$ cat src/rtl/udm_uart_pkg.sv
// Shared UDM UART definitions: receiver FSM encoding, frame geometry and the
// UDM control byte values used by the controller and the TX stage.
package udm_uart_pkg;

  typedef enum logic [2:0] {
    IDLE   = 3'd0,
    START  = 3'd1,
    DATA   = 3'd2,
    PARITY = 3'd3,
    STOP   = 3'd4,
    BREAK  = 3'd5
  } rx_state_e;

  localparam int UART_DATA_BITS = 8;
  localparam int DIV_MIN        = 8;

  localparam logic [7:0] SYNC_BYTE   = 8'h55;
  localparam logic [7:0] ESCAPE_BYTE = 8'h5a;

endpackage

$ cat src/rtl/udm_uart_rx_if.sv
// Receive-side handshake between udm_uart_rx (master) and the UDM bus-master
// controller (slave). parity_err_o exists only when UDM_UART_RX_PARITY_EN is
// defined.
interface udm_uart_rx_if;

  logic       rx_done_tick_o;
  logic [7:0] rx_dout_bo;
  logic       frame_err_o;
  logic       busy_o;
`ifdef UDM_UART_RX_PARITY_EN
  logic       parity_err_o;
`endif

`ifdef UDM_UART_RX_PARITY_EN
  modport master (
    output rx_done_tick_o,
    output rx_dout_bo,
    output frame_err_o,
    output busy_o,
    output parity_err_o
  );

  modport slave (
    input rx_done_tick_o,
    input rx_dout_bo,
    input frame_err_o,
    input busy_o,
    input parity_err_o
  );
`else
  modport master (
    output rx_done_tick_o,
    output rx_dout_bo,
    output frame_err_o,
    output busy_o
  );

  modport slave (
    input rx_done_tick_o,
    input rx_dout_bo,
    input frame_err_o,
    input busy_o
  );
`endif

endinterface

$ cat src/rtl/udm_sync_ff.sv
// Reset-to-1 flop chain bringing an asynchronous, idle-high line into the
// clk_i domain. Reused for every async input of the UDM front end.
module udm_sync_ff #(
  parameter int STAGES = 2
) (
  input  logic clk_i,
  input  logic reset_n_i,
  input  logic d_i,
  output logic q_o
);

  logic [STAGES-1:0] chain;

  // Shift the async input through the chain; reset holds the line idle.
  always_ff @(posedge clk_i or negedge reset_n_i) begin
    if (!reset_n_i) begin
      chain <= '1;
    end else begin
      chain <= {chain[STAGES-2:0], d_i};
    end
  end

  assign q_o = chain[STAGES-1];

endmodule

$ cat src/rtl/udm_uart_rx.sv
// UART receiver feeding the UDM bus-master controller. Deserialises 8N1
// frames (8E1 when UDM_UART_RX_PARITY_EN is defined) with a runtime baud
// divisor and reports each byte as a one-cycle tick plus held data.
module udm_uart_rx
  import udm_uart_pkg::*;
#(
  parameter int DIV_WIDTH   = 16,
  parameter int SYNC_STAGES = 2
) (
  input  logic                 clk_i,
  input  logic                 reset_n_i,
  input  logic                 rx_i,
  input  logic [DIV_WIDTH-1:0] baud_div_bi,
  udm_uart_rx_if.master        rx_if
);

  logic                 rxs;
  rx_state_e            state_q, state_d;
  logic [DIV_WIDTH-1:0] cnt_q;
  logic [DIV_WIDTH-1:0] div_q;
  logic [DIV_WIDTH-1:0] div_sel;
  logic [DIV_WIDTH-1:0] half_m1;
  logic [DIV_WIDTH-1:0] full_m1;
  logic [7:0]           shreg_q;
  logic [2:0]           bitn_q;
  logic [7:0]           dout_q;
  logic                 tick_q;
  logic                 ferr_q;
  logic                 start_mid;
  logic                 bit_end;
  logic                 last_bit;
  logic                 par_bad;

  logic                 cnt_clr;
  logic                 shift_en;
  logic                 div_load;
  logic                 tick_d;
  logic                 ferr_d;
  logic                 perr_d;
  logic                 busy;

  udm_sync_ff #(
    .STAGES (SYNC_STAGES)
  ) u_sync_rx (
    .clk_i     (clk_i),
    .reset_n_i (reset_n_i),
    .d_i       (rx_i),
    .q_o       (rxs)
  );

  // Divisors below the minimum cannot place a mid-bit sample; clamp them.
  assign div_sel   = (baud_div_bi < DIV_WIDTH'(DIV_MIN)) ? DIV_WIDTH'(DIV_MIN) : baud_div_bi;
  assign half_m1   = (div_q >> 1) - DIV_WIDTH'(1);
  assign full_m1   = div_q - DIV_WIDTH'(1);
  assign start_mid = (cnt_q == half_m1);
  assign bit_end   = (cnt_q == full_m1);
  assign last_bit  = (bitn_q == 3'(UART_DATA_BITS - 1));

`ifdef UDM_UART_RX_PARITY_EN
  logic par_q;
  logic perr_q;

  // Even parity: the sampled bit must equal the XOR of the data bits.
  assign par_bad = (par_q != ^shreg_q);
`else
  assign par_bad = 1'b0;
  assign perr_d  = 1'b0;
`endif

  // State register.
  always_ff @(posedge clk_i or negedge reset_n_i) begin
    if (!reset_n_i) begin
      state_q <= IDLE;
    end else begin
      state_q <= state_d;
    end
  end

  // Next-state logic; every decision looks at the synchronised line only.
  always_comb begin
    state_d = state_q;
    case (state_q)
      IDLE:   if (!rxs) state_d = START;
      START:  if (start_mid) state_d = rxs ? IDLE : DATA;
`ifdef UDM_UART_RX_PARITY_EN
      DATA:   if (bit_end && last_bit) state_d = PARITY;
      PARITY: if (bit_end) state_d = STOP;
`else
      DATA:   if (bit_end && last_bit) state_d = STOP;
`endif
      STOP:   if (bit_end) state_d = rxs ? IDLE : BREAK;
      BREAK:  if (rxs) state_d = IDLE;
      default: state_d = IDLE;
    endcase
  end

  // Output and datapath strobes derived from the current state.
  always_comb begin
    busy     = (state_q != IDLE);
    div_load = (state_q == IDLE) && (state_d == START);
    shift_en = (state_q == DATA) && bit_end;
    // Counter restarts on every state entry and after each data sample;
    // it is held at zero while waiting in IDLE or BREAK.
    cnt_clr  = (state_d != state_q) || shift_en ||
               (state_q == IDLE) || (state_q == BREAK);
    tick_d   = (state_q == STOP) && bit_end && rxs && !par_bad;
    ferr_d   = (state_q == STOP) && bit_end && !rxs;
`ifdef UDM_UART_RX_PARITY_EN
    // A frame error masks the parity error.
    perr_d   = (state_q == STOP) && bit_end && rxs && par_bad;
`endif
  end

  // Bit timing, deserialisation and output registers.
  always_ff @(posedge clk_i or negedge reset_n_i) begin
    if (!reset_n_i) begin
      cnt_q   <= '0;
      div_q   <= DIV_WIDTH'(DIV_MIN);
      shreg_q <= 8'h00;
      bitn_q  <= 3'd0;
      dout_q  <= 8'h00;
      tick_q  <= 1'b0;
      ferr_q  <= 1'b0;
    end else begin
      cnt_q <= cnt_clr ? '0 : cnt_q + DIV_WIDTH'(1);
      if (div_load) begin
        div_q <= div_sel;
      end
      if (state_q == IDLE) begin
        bitn_q <= 3'd0;
      end else if (shift_en) begin
        shreg_q <= {rxs, shreg_q[7:1]};
        bitn_q  <= bitn_q + 3'd1;
      end
      if (tick_d) begin
        dout_q <= shreg_q;
      end
      tick_q <= tick_d;
      ferr_q <= ferr_d;
    end
  end

`ifdef UDM_UART_RX_PARITY_EN
  // Parity bit capture and parity-error pulse.
  always_ff @(posedge clk_i or negedge reset_n_i) begin
    if (!reset_n_i) begin
      par_q  <= 1'b0;
      perr_q <= 1'b0;
    end else begin
      if ((state_q == PARITY) && bit_end) begin
        par_q <= rxs;
      end
      perr_q <= perr_d;
    end
  end

  assign rx_if.parity_err_o = perr_q;
`endif

  assign rx_if.rx_done_tick_o = tick_q;
  assign rx_if.rx_dout_bo     = dout_q;
  assign rx_if.frame_err_o    = ferr_q;
  assign rx_if.busy_o         = busy;

endmodule

$ cat src/flat_wrapper.sv
// flat-port wrapper written by rule: the top's interface ports become plain ports
module udm_uart_rx_flat import udm_uart_pkg::*;
#(
  parameter int DIV_WIDTH   = 16,
  parameter int SYNC_STAGES = 2
)
  (clk_i, reset_n_i, rx_i, baud_div_bi, rx_if_rx_done_tick_o, rx_if_rx_dout_bo, rx_if_frame_err_o, rx_if_busy_o);
  udm_uart_rx_if rx_if_i ();
  input  logic clk_i;
  input  logic reset_n_i;
  input  logic rx_i;
  input  logic [DIV_WIDTH-1:0] baud_div_bi;
  output wire logic [$bits(rx_if_i.rx_done_tick_o)-1:0] rx_if_rx_done_tick_o;
  output wire logic [$bits(rx_if_i.rx_dout_bo)-1:0] rx_if_rx_dout_bo;
  output wire logic [$bits(rx_if_i.frame_err_o)-1:0] rx_if_frame_err_o;
  output wire logic [$bits(rx_if_i.busy_o)-1:0] rx_if_busy_o;
  assign rx_if_rx_done_tick_o = rx_if_i.rx_done_tick_o;
  assign rx_if_rx_dout_bo = rx_if_i.rx_dout_bo;
  assign rx_if_frame_err_o = rx_if_i.frame_err_o;
  assign rx_if_busy_o = rx_if_i.busy_o;
  udm_uart_rx #(.DIV_WIDTH(DIV_WIDTH), .SYNC_STAGES(SYNC_STAGES)) u_core (.clk_i(clk_i), .reset_n_i(reset_n_i), .rx_i(rx_i), .baud_div_bi(baud_div_bi), .rx_if(rx_if_i));
endmodule
$ cat config.mk
export PLATFORM = sky130hd
export DESIGN_NAME = udm_uart_rx_flat
export DESIGN_NICKNAME = d
export VERILOG_FILES = /design/src/rtl/udm_uart_pkg.sv /design/src/rtl/udm_uart_rx_if.sv /design/src/rtl/udm_sync_ff.sv /design/src/rtl/udm_uart_rx.sv /design/src/flat_wrapper.sv
export SDC_FILE = /design/constraint.sdc
export NUM_CORES = 1
export LEC_CHECK = 0
export BUFFER_PORTS_ARGS = -buffer_cell sky130_fd_sc_hd__buf_2
export CELL_PAD_IN_SITES_DETAIL_PLACEMENT = 1
export CELL_PAD_IN_SITES_GLOBAL_PLACEMENT = 1
export CORE_ASPECT_RATIO = 0.8
export CORE_MARGIN = 8
export CORE_UTILIZATION = 47
export DETAILED_ROUTE_END_ITERATION = 10
export GPL_TIMING_DRIVEN = 0
export PLACE_DENSITY = 0.81
export SLEW_MARGIN = 20
export SYNTH_ARGS = -nofsm -noshare
export SYNTH_HDL_FRONTEND = slang
export SYNTH_SLANG_ARGS = --single-unit
$ cat constraint.sdc
create_clock -name clk_i -period 3.1 [get_ports clk_i]
set_input_delay 0.155 -clock clk_i [delete_from_list [all_inputs] [get_ports clk_i]]
set_output_delay 0.155 -clock clk_i [all_outputs]
set_load 0.005 [all_outputs]
### Word level (Yosys, flattened, before mapping)

Index checks and enable logic that the tools add are counted.

| operators by class | value |
|---|---|
| order comparisons | 1 |
| shift operators | 0 |
| reduce and logical (&&, ||, !) cells | 14 |
| eq/ne operators | 9 |
| add/subtract/negate cells | 4 |
| bitwise logic cells | 1 |
| muxes and demuxes | 12 |
| div/mod/pow operators | 0 |
| multipliers | 0 |

Operators by type and width:

| cell | count |
|---|---|
| 16-bit equality test | 2 |
| 16-bit 2-to-1 mux | 2 |
| 3-bit 2-to-1 mux | 8 |
| 16-bit by 1-bit adder with 16-bit output (second input constant) | 1 |
| 16-bit by 4-bit < comparator with 1-bit output (second input constant) | 1 |
| 15-bit by 1-bit subtractor with 16-bit output (second input constant) | 1 |
| 16-bit by 1-bit subtractor with 16-bit output (second input constant) | 1 |
| 3-bit one-hot mux with 5 select lines | 1 |
| 3-bit equality test (second input constant) | 3 |
| 3-bit by 1-bit equality test with 1-bit output (second input constant) | 2 |
| 1-bit logical AND | 6 |
| 3-bit by 1-bit adder with 3-bit output (second input constant) | 1 |
| 3-bit by 2-bit equality test with 1-bit output (second input constant) | 1 |
| 3-bit zero test | 1 |
| 1-bit logical OR | 3 |
| 3-bit inequality test | 1 |
| 3-bit nonzero test | 1 |
| 2-bit 2-to-1 mux | 1 |
| 2-bit AND reduction | 1 |
| 2-bit nonzero test | 1 |
| 1-bit zero test | 1 |
| 1-bit inverter | 1 |

| storage, ports and cells | value |
|---|---|
| latch bits | 0 |
| memories | 0 |
| register bits after elaboration | 58 |
| input bits | 19 |
| word-level logic and storage cells | 50 |
| bits in read-only memories | 0 |
| bits in writable memories | 0 |

### Logic depth before layout (Yosys ltp)

| depth | value |
|---|---|
| depth in word-level cells | 10 |
| mapped depth | 11 |
| mapped depth without buffers | 9 |

### By module

From an unflattened synthesis, not the netlist that was laid out.

| unflattened totals | value |
|---|---|
| cell total of the unflattened synthesis | 375 |
| area, all modules | 3538.4 sq um |

By module, submodules not included:

| module | cells an instance | sequential area each (sq um) | area each (sq um) | instances |
|---|---|---|---|---|
| udm_uart_rx | 373 | 1402.6 | 3485.8 | 1 |
| udm_sync_ff | 2 | 52.6 | 52.6 | 1 |

### Least setup slack after synthesis

OpenSTA, ideal clock, no wires.

| timing | value |
|---|---|
| path type | register -> register |
| start | reg u_core.div_q[2] |
| end | reg u_core.cnt_q[10] |
| buffers on the path | 1 |
| arrival | 2.618 ns |
| path slack | 0.356 ns |
| cell stages (with the launch flop) | 11 |
| setup time | 0.126 ns |
| cells stage by stage | dfrtp_1 > inv_1 > ha_1 > or4b_1 > a2111oi_0 > and3_1 > a211o_1 > nand3_1 > o211ai_2 > buf_2 > a21oi_1 |

| on the way | value |
|---|---|
| word-level cells in the longest chain between the ends | 10 |
| elaborated cells between the ends (all ways) | 15 |

RTL lines:

| item | RTL line | source |
|---|---|---|
| start: declaration | udm_uart_rx.sv:20 | `logic [DIV_WIDTH-1:0] div_q;` |
| start signal: assignment | udm_uart_rx.sv:118 | `div_q <= DIV_WIDTH'(DIV_MIN);` |
| start signal: assignment | udm_uart_rx.sv:127 | `div_q <= div_sel;` |
| 16-bit by 1-bit subtractor with 16-bit output | udm_uart_rx.sv:54 | `assign full_m1 = div_q - DIV_WIDTH'(1);` |
| 16-bit equality test | udm_uart_rx.sv:56 | `assign bit_end = (cnt_q == full_m1);` |
| 1-bit logical AND | udm_uart_rx.sv:89 | `DATA: if (bit_end && last_bit) state_d = STOP;` |
| 3-bit 2-to-1 mux | udm_uart_rx.sv:89 |  |
| 3-bit one-hot mux with 5 select lines | udm_uart_rx.sv:82 | `case (state_q)` |
| 3-bit inequality test | udm_uart_rx.sv:104 | `cnt_clr = (state_d != state_q) \|\| shift_en \|\|` |
| 1-bit logical OR (*) (2 in series) | udm_uart_rx.sv:104 |  |
| 1-bit logical OR (*) | udm_uart_rx.sv:105 | `(state_q == IDLE) \|\| (state_q == BREAK);` |
| 16-bit 2-to-1 mux (*) | udm_uart_rx.sv:125 | `cnt_q <= cnt_clr ? '0 : cnt_q + DIV_WIDTH'(1);` |
| end signal: assignment | udm_uart_rx.sv:125 |  |
| end: declaration | udm_uart_rx.sv:19 | `logic [DIV_WIDTH-1:0] cnt_q;` |

Mark *: on every way between the ends. The rest lies on a longest branch, timed or not.
A chain may end at the register's enable or synchronous reset.

### Worst setup path after layout

| timing | value |
|---|---|
| start | reg u_core.div_q[2] |
| end | reg u_core.shreg_q[3] |

| on the way | value |
|---|---|
| word-level cells in the longest chain between the ends | 4 |

RTL lines:

| item | RTL line | source |
|---|---|---|
| 16-bit by 1-bit subtractor with 16-bit output | udm_uart_rx.sv:54 |  |
| 16-bit equality test | udm_uart_rx.sv:56 |  |
| 1-bit logical AND | udm_uart_rx.sv:101 | `shift_en = (state_q == DATA) && bit_end;` |
| 2-bit AND reduction (no line) | -- |  |
| end signal: assignment | udm_uart_rx.sv:132 | `shreg_q <= {rxs, shreg_q[7:1]};` |
| end: declaration | udm_uart_rx.sv:24 | `logic [7:0] shreg_q;` |

No other way between the ends.

==> summary.md <==
| Metric | Value |
|---|---|
| Status | `finished clean` |
| DRT iter0 DRCs | `about 140` |
| Chip Width | `between 100 and 150 um` |
| Most common cell after layout, fill and taps aside | `dfrtp_1` |
| Fillers | `just over 900` |
| GR Overflow Total | `0` |
| Initial Utilization | `a little under half` |
| Syn avg cell area | `about 9.4 sq um` |
| Vias in the first global route | `3,186` |
| Latest clock arrival within the worst-skew pair | `0.34 ns` |
| CP endpoint kind | `flop` |
| Drt pass-1 iters | `4` |
| Final number of setup-violating endpoints | `0` |
| Tightest Pin Transition | `around 0.86 ns` |
| WL final | `10,200 um` |
| Tcrit/Tclk final | `about 100%` |
| Die Height | `roughly 95 um` |
| Core ar. | `7760 sq um` |
| Initial antenna violation count | `0` |
| WS Path Type | `reg2reg` |
| Pleak | `a little under 2 nW` |
| Uppermost layer routed | `met4` |
| TritonCTS clock tree | `built` |
| Final clock skew | `a little over 0.007 ns` |
| Vias per inst | `5.63` |
| CTS HTree Levels | `3` |
| Synth top area cells | `dfrtp_1 37%, xor2_1 6.9%, xnor2_1 6.7%` |
| Yosys reg bits | `58` |
| Met2 wire length | `approximately 4600 um` |
| Int Power | `about 1.4 mW` |
| Antenna diode count | `0` |
| Net Count, Synth | `between 400 and 500` |
| Clock buffers created by TritonCTS | `9` |
| Ys flop type | `dfrtp_1` |
| Synth async-reset ratio | `between 90% and 100%` |
| Clk root buf | `clkbuf_8` |
| Hold Fails Final Rpt | `0` |
| Cell taking the most area after synthesis | `dfrtp_1` |
| CP Launch Type | `flop` |
| Critical Path RT | `3.33 ns` |
| Min-Delay Path Class | `in2reg` |
| Critical-path maximum fanout | `10` |
| Post-DP HPWL | `roughly 7500 um` |
| Number of flops mapped to enable cells by yosys | `0` |
| Post-route ant nets | `0` |
| Num rows | `29` |
| Final std cells w/o fill | `around 550` |
| Clock transition at the registers of the reported paths | `0.07 ns` |
| Average wire per cell in the routed design | `approximately 18 um` |
| Arr. time, crit path | `roughly 3.3 ns` |
| Final GP Congestion | `0.856` |
| WHS | `approximately 0.023 ns` |
| Largest net degree at the start of global routing | `59` |
| Die area | `roughly 11,000 sq um` |
| Share of layout cells above drive strength 1 | `a little under a quarter` |
| Relative slew slack | `a little over two fifths` |
| Mapped cell area | `approximately 3700 sq um` |
| Count of cell types in the netlist | `58` |
| Synth Instances | `about 400` |
| DRT met1 WL | `~4900 um` |
| Switching pwr | `approximately 0.64 mW` |
| Combinational power share | `22.6%` |
| Final core occ | `a little under three fifths` |
| Nets | `~460` |
| PD cells | `between 400 and 500 nW/um^2` |
| TNS Setup | `0 ns` |
| Sw Share | `31.4%` |
| Most frequent cells in the layout | `55 x dfrtp_1, 49 x nand2_1, 31 x buf_2, 29 x xor2_1, 28 x xnor2_1` |
| Yosys warnings | `0` |
| Routed via count | `just over 3,000` |
| DRC violations left | `0` |
| Top cell type's share of synthesized area | `37.5%` |
| Seq/Total Area, Yosys | `roughly two fifths` |
| First-pass GRT wire length | `16,300 um` |
| Max VDD drop | `approximately 0.00027 V` |
| Num Clock Sinks | `58` |
| Area Growth Syn to Fin | `17.4%` |
| Gr usage total | `19.1%` |
| Clk buf depth | `2` |
| Setup WS post-layout | `0.0361 ns` |
| I/O pin count | `30` |
| Place WS | `-0.323 ns` |
| I/O Buffers | `29` |
| Max Cap Viol | `0` |
| Placed Cells | `526` |
| Minimum clock period | `roughly 3.1 ns` |
| Seq pwr share | `between 40% and 50%` |
| Fmax | `approximately 330 MHz` |
| Slew Limit Fails | `0` |
| Clk pwr share | `35.5%` |
| Metal3 WL | `377 um` |
sequential cells by signal, summed over array words and instances, names as in the netlist:
| register | cells |
|---|---|
| u_core.bitn_q | 3 |
| u_core.cnt_q | 16 |
| u_core.div_q | 16 |
| u_core.rx_if.frame_err_o | 1 |
| u_core.rx_if.rx_done_tick_o | 1 |
| u_core.rx_if.rx_dout_bo | 8 |
| u_core.shreg_q | 8 |
| u_core.state_q | 3 |
| u_core.u_sync_rx.chain | 2 |
synthesized netlist by cell type, drive strengths merged, types with 3 or more instances:
| cell | n |
|---|---|
| a211o | 3 |
| a21oi | 20 |
| a31oi | 7 |
| and2 | 3 |
| and3 | 13 |
| and4 | 4 |
| buf | 10 |
| clkbuf | 14 |
| dfrtp | 55 |
| dfstp | 3 |
| ha | 5 |
| inv | 11 |
| mux2 | 17 |
| mux2i | 3 |
| nand2 | 50 |
| nand3 | 15 |
| nand4 | 4 |
| nor2 | 19 |
| nor3 | 10 |
| nor3b | 4 |
| nor4 | 13 |
| o211ai | 3 |
| o21ai | 10 |
| o22ai | 3 |
| or2 | 3 |
| or3 | 3 |
| or4 | 4 |
| xnor2 | 28 |
| xor2 | 29 |
per-layer routing:
layer / track usage (%) / vias up
li1: - / 1479
met4: 7.63 / 0
met2: 30.1 / 72
met5: 0 / -
met1: 25.1 / 1532
met3: 4.62 / 20
kinds of logic after synthesis:
| group | after synthesis | share of synthesized area [%] |
|---|---|---|
| buf+inv | 35 | 4.73 |
| fa+ha+maj | 5 | 1.70 |
| compound gates | 62 | 11.1 |
| simple gates | 152 | 22.5 |
| xor+xnor | 57 | 13.6 |
| flops | 58 | 39.6 |
| mux | 20 | 6.74 |
final cells by class:
| class | instances | area, sq um | area share, % |
|---|---|---|---|
| buffer | 24 | 135 | 3.13 |
| clock buffer | 12 | 155 | 3.60 |
| clock inverter | 4 | 50.0 | 1.16 |
| inverter | 11 | 41.3 | 0.957 |
| multi-input combinational | 296 | 2120 | 49.2 |
| sequential | 58 | 1460 | 33.7 |
| tap | 108 | 135 | 3.13 |
| timing repair buffer | 38 | 220 | 5.11 |
repair_timing:
| action | CTS | global route |
|---|---|---|
| gates cloned | 0 | 0 |
| pin swaps | 1 | 2 |
| hold endpoints to repair | 56 | 0 |
| hold buffers | 2 | 0 |
| resized for setup | 3 | 14 |
| setup endpoints to repair | 31 | 32 |
| setup buffers | 2 | 5 |
critical path: stages, from the launching register on:
cell and delay, ns:
dfrtp_1 0.46, inv_1 0.17, ha_2 0.28, nor2b_1 0.25
xnor2_1 0.12, or4_1 0.50, nor4_1 0.17, and4_1 0.23
buf_4 0.16, nand2_2 0.08, buf_6 0.20, mux2_4 0.31
through the flow:
step / total power [mW] / cell area, sq um
3_3_place_gp: 1.29 / 3960
6_report: 2.05 / 4310
5_1_grt: 2.14 / 4310
3_5_place_dp: 1.31 / 3960
2_1_floorplan: 1.18 / 3670
4_1_cts: 2.05 / 4210
final timing paths:
| path | startpoint | end | slack [ns] | cells past startpoint |
|---|---|---|---|---|
| setup / recovery | u_core.div_q[2]$_DFFE_PN0P_ | u_core.shreg_q[3]$_DFFE_PN0P_ | 0.04 | 11 |
| hold / removal | baud_div_bi[9] | u_core.div_q[9]$_DFFE_PN0P_ | 0.02 | 3 |
| setup reg to reg | u_core.div_q[2]$_DFFE_PN0P_ | u_core.shreg_q[3]$_DFFE_PN0P_ | 0.04 | 11 |
| hold reg to reg | u_core.u_sync_rx.chain[0]$_DFF_PN1_ | u_core.u_sync_rx.chain[1]$_DFF_PN1_ | 0.36 | 0 |
| max in group asynchronous | reset_n_i | u_core.div_q[8]$_DFFE_PN0P_ | 2.19 | 2 |
| min in group asynchronous | reset_n_i | u_core.cnt_q[10]$_DFF_PN0_ | 0.39 | 2 |
power by group through the flow:
stage	combinational, mW	clock (mW)	sequential, mW
2_1_floorplan	0.331	0	0.853
3_3_place_gp	0.424	0	0.867
3_5_place_dp	0.440	0	0.872
4_1_cts	0.449	0.744	0.858
5_1_grt	0.514	0.765	0.864
6_report	0.463	0.727	0.859
Power figures use the tool's default switching activity.
